$ cat src/rtl/instruction_fetch_unit_if.sv
// Fetch unit bundle: PC handshake, instruction-memory request/response,
// redirect and the decode-side instruction stream.
interface instruction_fetch_unit_if #(
  parameter int XLEN = 32
);
  logic [XLEN-1:0] pc_in;
  logic            pc_enable;
  logic            mem_req_valid;
  logic [XLEN-1:0] mem_req_addr;
  logic            mem_req_ready;
  logic            mem_resp_valid;
  logic [31:0]     mem_resp_data;
  logic            redirect;
  logic            instr_valid;
  logic [31:0]     instr_data;
  logic [XLEN-1:0] instr_pc;
  logic            instr_ready;
  logic            fetch_fault;

  modport master (
    input  pc_in, mem_req_ready, mem_resp_valid, mem_resp_data, redirect, instr_ready,
    output pc_enable, mem_req_valid, mem_req_addr, instr_valid, instr_data, instr_pc,
           fetch_fault
  );

  modport slave (
    output pc_in, mem_req_ready, mem_resp_valid, mem_resp_data, redirect, instr_ready,
    input  pc_enable, mem_req_valid, mem_req_addr, instr_valid, instr_data, instr_pc,
           fetch_fault
  );
endinterface

$ cat src/rtl/instruction_fetch_unit.sv
// Instruction fetch: one outstanding read per PC, results tagged with their PC
// and queued toward decode; redirect squashes buffered and in-flight fetches.
module instruction_fetch_unit #(
  parameter int XLEN       = 32,
  parameter int FIFO_DEPTH = 2
) (
  input  logic                       clock,
  input  logic                       reset,
  instruction_fetch_unit_if.master   ifu
);
  localparam int PW = (FIFO_DEPTH > 1) ? $clog2(FIFO_DEPTH) : 1;
  localparam logic [PW:0] DEPTH_C = (PW+1)'(FIFO_DEPTH);

  typedef enum logic [1:0] {IDLE, WAIT_RESP, DRAIN} state_e;

  typedef struct packed {
    logic [XLEN-1:0] pc;
    logic [31:0]     data;
  } entry_t;

  state_e                        state_q, state_d;
  entry_t [FIFO_DEPTH-1:0]       buf_q;
  logic   [PW-1:0]               rd_ptr_q, wr_ptr_q;
  logic   [PW:0]                 count_q, count_d;
  logic   [XLEN-1:0]             req_pc_q;
  logic                          fault_q, fault_d;
  logic                          aligned, req_valid, accept, push, pop;

  // A request reserves a FIFO slot up front, so a push can never find it full.
  always_comb begin
    aligned   = (ifu.pc_in[1:0] == 2'b00);
    req_valid = (state_q == IDLE) && !reset && !ifu.redirect && !fault_q && aligned &&
                (count_q < DEPTH_C);
    accept    = req_valid && ifu.mem_req_ready;
    push      = (state_q == WAIT_RESP) && ifu.mem_resp_valid && !ifu.redirect;
    pop       = (count_q != '0) && ifu.instr_ready;

    state_d = state_q;
    fault_d = fault_q;
    count_d = count_q;

    case (state_q)
      IDLE:      if (accept) state_d = WAIT_RESP;
      WAIT_RESP: begin
        if (ifu.mem_resp_valid) state_d = IDLE;
        else if (ifu.redirect)  state_d = DRAIN;
      end
      DRAIN:     if (ifu.mem_resp_valid) state_d = IDLE;
      default:   state_d = IDLE;
    endcase

    if (ifu.redirect)                     fault_d = 1'b0;
    else if (state_q == IDLE && !aligned) fault_d = 1'b1;

    case ({push, pop})
      2'b10:   count_d = count_q + 1'b1;
      2'b01:   count_d = count_q - 1'b1;
      default: count_d = count_q;
    endcase
  end

  always_ff @(posedge clock) begin
    if (reset) begin
      state_q  <= IDLE;
      buf_q    <= '0;
      rd_ptr_q <= '0;
      wr_ptr_q <= '0;
      count_q  <= '0;
      req_pc_q <= '0;
      fault_q  <= 1'b0;
    end else begin
      state_q <= state_d;
      fault_q <= fault_d;
      if (accept) req_pc_q <= ifu.pc_in;
      if (ifu.redirect) begin
        rd_ptr_q <= '0;
        wr_ptr_q <= '0;
        count_q  <= '0;
      end else begin
        if (push) begin
          buf_q[wr_ptr_q] <= '{pc: req_pc_q, data: ifu.mem_resp_data};
          wr_ptr_q        <= wr_ptr_q + 1'b1;
        end
        if (pop) rd_ptr_q <= rd_ptr_q + 1'b1;
        count_q <= count_d;
      end
    end
  end

  assign ifu.mem_req_valid = req_valid;
  assign ifu.mem_req_addr  = ifu.pc_in;
  assign ifu.pc_enable     = accept;
  assign ifu.instr_valid   = (count_q != '0);
  assign ifu.instr_data    = buf_q[rd_ptr_q].data;
  assign ifu.instr_pc      = buf_q[rd_ptr_q].pc;
  assign ifu.fetch_fault   = fault_q;
endmodule

$ cat src/flat_wrapper.sv
// flat-port wrapper written by rule: the top's interface ports become plain ports
module instruction_fetch_unit_flat 
#(
  parameter int XLEN       = 32,
  parameter int FIFO_DEPTH = 2
)
  (clock, reset, ifu_pc_in, ifu_mem_req_ready, ifu_mem_resp_valid, ifu_mem_resp_data, ifu_redirect, ifu_instr_ready, ifu_pc_enable, ifu_mem_req_valid, ifu_mem_req_addr, ifu_instr_valid, ifu_instr_data, ifu_instr_pc, ifu_fetch_fault);
  instruction_fetch_unit_if #(.XLEN(XLEN)) ifu_i ();
  input  logic clock;
  input  logic reset;
  input wire logic [$bits(ifu_i.pc_in)-1:0] ifu_pc_in;
  input wire logic [$bits(ifu_i.mem_req_ready)-1:0] ifu_mem_req_ready;
  input wire logic [$bits(ifu_i.mem_resp_valid)-1:0] ifu_mem_resp_valid;
  input wire logic [$bits(ifu_i.mem_resp_data)-1:0] ifu_mem_resp_data;
  input wire logic [$bits(ifu_i.redirect)-1:0] ifu_redirect;
  input wire logic [$bits(ifu_i.instr_ready)-1:0] ifu_instr_ready;
  output wire logic [$bits(ifu_i.pc_enable)-1:0] ifu_pc_enable;
  output wire logic [$bits(ifu_i.mem_req_valid)-1:0] ifu_mem_req_valid;
  output wire logic [$bits(ifu_i.mem_req_addr)-1:0] ifu_mem_req_addr;
  output wire logic [$bits(ifu_i.instr_valid)-1:0] ifu_instr_valid;
  output wire logic [$bits(ifu_i.instr_data)-1:0] ifu_instr_data;
  output wire logic [$bits(ifu_i.instr_pc)-1:0] ifu_instr_pc;
  output wire logic [$bits(ifu_i.fetch_fault)-1:0] ifu_fetch_fault;
  assign ifu_i.pc_in = ifu_pc_in;
  assign ifu_i.mem_req_ready = ifu_mem_req_ready;
  assign ifu_i.mem_resp_valid = ifu_mem_resp_valid;
  assign ifu_i.mem_resp_data = ifu_mem_resp_data;
  assign ifu_i.redirect = ifu_redirect;
  assign ifu_i.instr_ready = ifu_instr_ready;
  assign ifu_pc_enable = ifu_i.pc_enable;
  assign ifu_mem_req_valid = ifu_i.mem_req_valid;
  assign ifu_mem_req_addr = ifu_i.mem_req_addr;
  assign ifu_instr_valid = ifu_i.instr_valid;
  assign ifu_instr_data = ifu_i.instr_data;
  assign ifu_instr_pc = ifu_i.instr_pc;
  assign ifu_fetch_fault = ifu_i.fetch_fault;
  instruction_fetch_unit #(.XLEN(XLEN), .FIFO_DEPTH(FIFO_DEPTH)) u_core (.clock(clock), .reset(reset), .ifu(ifu_i));
endmodule
$ cat config.mk
export PLATFORM = sky130hd
export DESIGN_NAME = instruction_fetch_unit_flat
export DESIGN_NICKNAME = d
export VERILOG_FILES = /design/src/rtl/instruction_fetch_unit_if.sv /design/src/rtl/instruction_fetch_unit.sv /design/src/flat_wrapper.sv
export SDC_FILE = /design/constraint.sdc
export NUM_CORES = 1
export LEC_CHECK = 0
export BUFFER_PORTS_ARGS = -buffer_cell sky130_fd_sc_hd__buf_2
export CAP_MARGIN = 25
export CORE_MARGIN = 5
export CORE_UTILIZATION = 60
export CTS_BUF_LIST = sky130_fd_sc_hd__clkbuf_4 sky130_fd_sc_hd__clkbuf_8
export DETAILED_ROUTE_END_ITERATION = 8
export HOLD_SLACK_MARGIN = 0.06
export PLACE_DENSITY = 0.94
export SLEW_MARGIN = 20
export SYNTH_ARGS = -nofsm -noshare
export SYNTH_HDL_FRONTEND = slang
export SYNTH_SLANG_ARGS = --single-unit
$ cat constraint.sdc
create_clock -name clock -period 5.7 [get_ports clock]
set_input_delay 0 -clock clock [delete_from_list [all_inputs] [get_ports clock]]
set_output_delay 0 -clock clock [all_outputs]
set_load 0.02 [all_outputs]
==> results of run 1 <==
-- cell families after synthesis --
kind of cell / Yosys count
mux: 90
xor+xnor: 3
fa+ha+maj: 1
simple gates: 180
flops: 167
compound gates: 272
buf+inv: 123
-- placed cells by master, fill, tap and decap left out, types with 8 or more instances in the layout --
| master | count |
|---|---|
| nor2b_1 | 26 |
| buf_2 | 168 |
| mux2_1 | 10 |
| dlygate4sd3_1 | 73 |
| clkbuf_8 | 21 |
| nand3_1 | 128 |
| a21oi_1 | 136 |
| mux2_2 | 80 |
| o21ai_1 | 18 |
| dfxtp_1 | 165 |
| buf_4 | 8 |
| o21ai_0 | 112 |
-- worst max-delay path: stages, from the launching register on --
cell      delay, ns
dfxtp_1        0.44
and4bb_4       0.77
clkinv_2       0.14
buf_4          0.30
buf_16         0.26
o21ai_0        0.28
a21oi_1        0.13
-- final timing paths --
| check | from | endpoint | slack (ns) | depth (start not counted) |
|---|---|---|---|---|
| setup / recovery | u_core.state_q[0]$_SDFFE_PP0P_ | u_core.buf_q[59]$_SDFFE_PP0P_ | 3.17 | 6 |
| setup reg to reg | u_core.state_q[0]$_SDFFE_PP0P_ | u_core.buf_q[59]$_SDFFE_PP0P_ | 3.17 | 6 |
| hold / removal | ifu_mem_req_ready | u_core.req_pc_q[30]$_SDFFE_PP0P_ | 0.15 | 4 |
| hold reg to reg | u_core.buf_q[2]$_SDFFE_PP0P_ | u_core.buf_q[2]$_SDFFE_PP0P_ | 0.47 | 2 |
-- final cells by class --
class / count / area, um^2
multi-input cells: 546 / 3410
fillers: 789 / 2940
repair buffers: 250 / 1660
clock inverters: 8 / 145
diodes: 2 / 5.00
flip-flops and latches: 167 / 3350
clock buffers: 22 / 297
well taps: 147 / 184
inverters: 5 / 21.3
-- routing by layer --
| layer | vias to the layer above | wire length (um) | global-route usage [%] |
|---|---|---|---|
| met5 | - | 0 | 0 |
| met4 | 0 | 549 | 11.8 |
| met3 | 47 | 1370 | 5.43 |
| met2 | 331 | 10000 | 45.2 |
| met1 | 3182 | 7890 | 33.2 |
| li1 | 3254 | - | - |
-- synth_stat cells (all sizes together) --
| cell type | n |
|---|---|
| dfxtp | 167 |
| a21oi | 136 |
| o21ai | 130 |
| nand3 | 128 |
| mux2 | 90 |
| clkbuf | 73 |
| buf | 45 |
| nor2b | 26 |
| inv | 5 |
| nand4 | 4 |
| nor2 | 4 |
| nor3b | 4 |
| o31ai | 4 |
| nor3 | 3 |
| nand2 | 2 |
| nor4 | 2 |
| or2 | 2 |
| or4 | 2 |
| xnor2 | 2 |
| a31oi | 1 |
| and3b | 1 |
| and4bb | 1 |
| ha | 1 |
| o21a | 1 |
| or3 | 1 |
| xor2 | 1 |
-- power by group through the flow --
stage / clock, mW / sequential, mW / combinational (mW)
global route: 0.992 / 1.17 / 0.149
global placement: 0 / 1.20 / 0.0968
floorplan: 0 / 1.20 / 0.0655
detailed placement: 0 / 1.20 / 0.0975
CTS: 0.936 / 1.17 / 0.134
finish: 0.927 / 1.17 / 0.139
-- sequential cells by signal, summed over array words and instances, names as in the netlist --
name	cells
u_core.buf_q	128
u_core.count_q	2
u_core.ifu.fetch_fault	1
u_core.rd_ptr_q	1
u_core.req_pc_q	32
u_core.state_q	2
u_core.wr_ptr_q	1
-- metrics by stage --
stage | hold WS [ns] | total power [mW] | setup WS, ns | util (%) | instance area (um^2)
2_1_floorplan | 0.0793 | 1.27 | 3.74 | - | 7350
3_3_place_gp | 0.207 | 1.30 | 3.28 | 65.5 | 7860
3_5_place_dp | 0.210 | 1.30 | 3.25 | 65.5 | 7860
4_1_cts | 0.111 | 2.24 | 3.27 | 75.2 | 9030
5_1_grt | 0.160 | 2.31 | 2.97 | 75.5 | 9060
6_report | 0.153 | 2.24 | 3.17 | 75.5 | 9070
-- repair_timing --
item	4_1_cts	5_1_grt
hold buffers	73	0
endpoints found under the hold margin	101	0
resized for setup	0	0
==> run metrics, run 1 <==
synthesized-area fraction occupied by adder cells 0.170%; NumNets Final 1,058; post-route ant nets 0; total of max-cap violations 0; drt first-iter violations 951; postcts setup bufs 0; first-pass GRT wire length 32.0 mm; Total GRT Usage 26.8%; drc violations 0; Max Transition Viols Final 0; largest family of logic cells by synthesized area compound AO/OA/AOI/OAI gates; CP Max Fanout 87; Setup TNS Final 0 ns; Static Leakage 3.56 nW; simple-gate portion of the synthesized area 13.3%; Hold Crit Class input pin to flip-flop; Synth Register Bits 167; outcome completed; syn_area_per_cell 8.80 um^2; IO Count 170; die width 121 um; initial antenna violation count 1; slew margin rel. 34.4%; post-synth top area cell dfxtp_1; PortBufs 169; Synth area leaders dfxtp_1 45%, mux2_2 12%, a21oi_1 9.3%; Vias per Instance 5.94; Syn Std Cell Area 7350 um^2; Final Hold Vio Count 0; Worst setup SP type flip-flop; combinational fraction of design power 6.2%; clock buffer depth 2; TritonCTS clock tree yes; Reg power frac 52.4%; clock-pin slew on the worst setup and hold paths 0.08 ns; Internal 1.76 mW; FMAX 0.395 GHz; Synth Area in Compound Gates 18.7%; Syn-to-layout area delta 23.3%; placed wire-length estimate 10.2 mm; fin crit share 44.4%; Placement Rows 40; Die Y 121 um; clock insertion delay at the later pin of the skew report 0.44 ns; Sw Ratio 21.5%; largest net degree at the start of global routing 130; clock skew 0.00960 ns; grt total ovfl 0; Final min period 2.53 ns; Required @ worst endpoint 5.99 ns; Syn Nets 907; Mapped Cells 836; clock root buffer clkbuf_8; placed insts 1,041; Num CTS Buffers 17; share of cells above drive strength 1 29.6%; Routed wire per std cell 17.3 um; share of the synthesized area in the top cell type 45.5%; core area 12,000 um^2; pwr dens 247 nW/um^2; post-synthesis xor/xnor area fraction 0.357%; synth warn 0; Initial Util 61.2%; CP Class flip-flop to flip-flop; Total Wirelength 19.8 mm; via count 6,814; Final Setup Violations 0; Clock Sinks 167; vias in the first global route 6,472; Worst EP arrival 2.82 ns; Clock power frac 41.4%; DRT Pass-1 Iters 6; H-tree levels 4; Routability Congestion 0.785; Worst Max-Slew Pin Slew 0.984 ns; Seq/Total Area, Yosys 45.5%; fin cells 1,147; Netlist cell types 33; worst-case vdd ir drop 229 uV; RSZ-0062 raised after global routing no; post-synthesis mux area share 13.8%; die area 14,600 um^2; Psw 0.482 mW; CP Capture Type flip-flop
(Power assumes the default switching activity.)
==> run 2: changes to the inputs <==
--- a/config.mk
+++ b/config.mk
@@ -8,11 +8,11 @@
 export BUFFER_PORTS_ARGS = -buffer_cell sky130_fd_sc_hd__buf_2
 export CAP_MARGIN = 25
 export CORE_MARGIN = 5
-export CORE_UTILIZATION = 60
+export CORE_UTILIZATION = 50
 export CTS_BUF_LIST = sky130_fd_sc_hd__clkbuf_4 sky130_fd_sc_hd__clkbuf_8
 export DETAILED_ROUTE_END_ITERATION = 8
 export HOLD_SLACK_MARGIN = 0.06
-export PLACE_DENSITY = 0.94
+export PLACE_DENSITY = 0.84
 export SLEW_MARGIN = 20
 export SYNTH_ARGS = -nofsm -noshare
 export SYNTH_HDL_FRONTEND = slang
==> constraint.sdc (replaced) <==
create_clock -name clock -period 2.3 [get_ports clock]
set_input_delay 0 -clock clock [delete_from_list [all_inputs] [get_ports clock]]
set_output_delay 0 -clock clock [all_outputs]
set_load 0.02 [all_outputs]
==> run metrics, run 2 (synthesis gave the netlist of run 1 again) <==
Total Wirelength 19.2 mm (-3.0%); Worst setup SP type flip-flop; most frequent cells in the layout 168 x buf_2, 165 x dfxtp_1, 136 x a21oi_1, 128 x nand3_1, 112 x o21ai_0; FMAX 0.470 GHz; Max Transition Viols Final 0 (unchanged); worst-case vdd ir drop 332 uV (+45%); Initial Util 50.8% (-10 points); Final min period 2.13 ns; CP Class flip-flop to output port; max reg flops 128 (unchanged); Syn-to-layout area delta 25.0%; Clock Sinks 167 (unchanged); core area 14,500 um^2 (+21%); largest register by flop count u_core.buf_q; commonest non-fill, non-tap cell in the layout buf_2; clock root buffer clkbuf_8; die width 131 um (+8.8%); IO Count 170 (unchanged); total of max-cap violations 0 (unchanged); drt first-iter violations 554 (-42%); DRT Pass-1 Iters 5 (-1); cell at the slowest stage of the critical path or4_1; vias in the first global route 6,431 (-0.63%); Worst Max-Slew Pin Slew 0.814 ns (-0.170 ns); fin crit share 92.5%; die area 17,200 um^2 (+18%); CP Capture Type output port; share of cells above drive strength 1 30.0% (+0.48 points); clock skew 0.00900 ns (-0.000600 ns); initial antenna violation count 0 (-1); utilization after layout 63.5% (-12 points); first-pass GRT wire length 32.3 mm (+1.1%); drc violations 0 (unchanged); Total GRT Usage 22.0% (-4.8 points); # resized after CTS 0 (unchanged); CP peak stage delay 0.68 ns (-0.09 ns); RSZ-0062 raised after global routing no; via count 6,731 (-1.2%); fin cells 1,186 (+3.4%); crit-path cells or4_1 > nor3_4 > buf_4 > buf_2; outcome completed; Vias per Instance 5.68 (-4.5%); post-route ant nets 0 (unchanged); Routability Congestion 0.757 (-3.6%); Final Instance Area 9200 um^2 (+1.4%); largest net degree at the start of global routing 165 (+27%); Hold Crit Class input pin to flip-flop; NumNets Final 1,061 (+0.28%); biggest regs u_core.buf_q: 128 flops, u_core.req_pc_q: 32 flops; clock buffer depth 2 (unchanged); Setup TNS Final 0 ns (unchanged); Die Y 131 um (+8.8%); PortBufs 169 (unchanged); postcts setup bufs 0 (unchanged); Worst EP arrival 2.13 ns (-0.69 ns); Final Setup Violations 0 (unchanged); ANT cells 0 (-2); placed insts 1,084 (+4.1%); slew margin rel. 45.7% (+11 points); clock insertion delay at the later pin of the skew report 0.45 ns (about the same); Required @ worst endpoint 2.30 ns (-3.69 ns); Static Leakage 3.60 nW (+1.1%); CP Max Fanout 9 (-90%); placed wire-length estimate 10.4 mm (+2.0%); clock-pin slew on the worst setup and hold paths 0.08 ns (about the same); Placement Rows 44 (+10%); pwr dens 606 nW/um^2 (+150%); TritonCTS clock tree yes; H-tree levels 4 (unchanged); # hold bufs at CTS 71 (-2.7%); Final Hold Vio Count 0 (unchanged); Routed wire per std cell 16.2 um (-6.2%); Num CTS Buffers 17 (unchanged); grt total ovfl 0 (unchanged); Post-DP Area 8040 um^2 (+2.3%)
run 2: final cells by class:
class / count / area (um^2)
fillers: 1160 / 5280
multi-input cells: 546 / 3410
flip-flops and latches: 167 / 3350
repair buffers: 253 / 1740
clock buffers: 23 / 298
well taps: 184 / 230
clock inverters: 8 / 145
inverters: 5 / 21.3
run 2: stage by stage:
stage          setup slack [ns]  hold slack [ns]  total power, mW
6_report                  0.173            0.111             5.58
5_1_grt                  0.0639           0.0827             5.77
4_1_cts                   0.136           0.0740             5.61
3_3_place_gp              0.398            0.209             3.22
3_5_place_dp              0.353            0.221             3.23
2_1_floorplan             0.339           0.0793             3.14
run 2: power by group:
part           leakage [nW]  internal, mW  switching [mW]
registers              1.35          2.90         0.00907
clock network         0.222          1.30            1.02
logic                  2.03         0.165           0.183
total                  3.60          4.36            1.21
run 2: final timing paths:
kind / from / endpoint / slack (ns) / cells past startpoint
max: u_core.state_q[1]$_SDFFE_PP0P_ / ifu_pc_enable / 0.17 / 4
min: ifu_mem_req_ready / u_core.state_q[0]$_SDFFE_PP0P_ / 0.11 / 4
max reg2reg: u_core.state_q[1]$_SDFFE_PP0P_ / u_core.req_pc_q[22]$_SDFFE_PP0P_ / 0.32 / 4
min reg2reg: u_core.buf_q[45]$_SDFFE_PP0P_ / u_core.buf_q[45]$_SDFFE_PP0P_ / 0.47 / 2
run 2: worst max-delay path, delay by kind of cell, from the launching register on:
family        cells  cell delay, ns
flops             1            0.37
simple gates      2            0.91
buf+inv           2            0.40
run 2: per-layer routing:
metal  GRT usage [%]  wire length, um  up-vias
li1                -                -     3254
met1            28.5             8010     3205
met2            35.9             9560      242
met3            6.35             1330       30
met4            5.94              335        0
met5               0                0        -
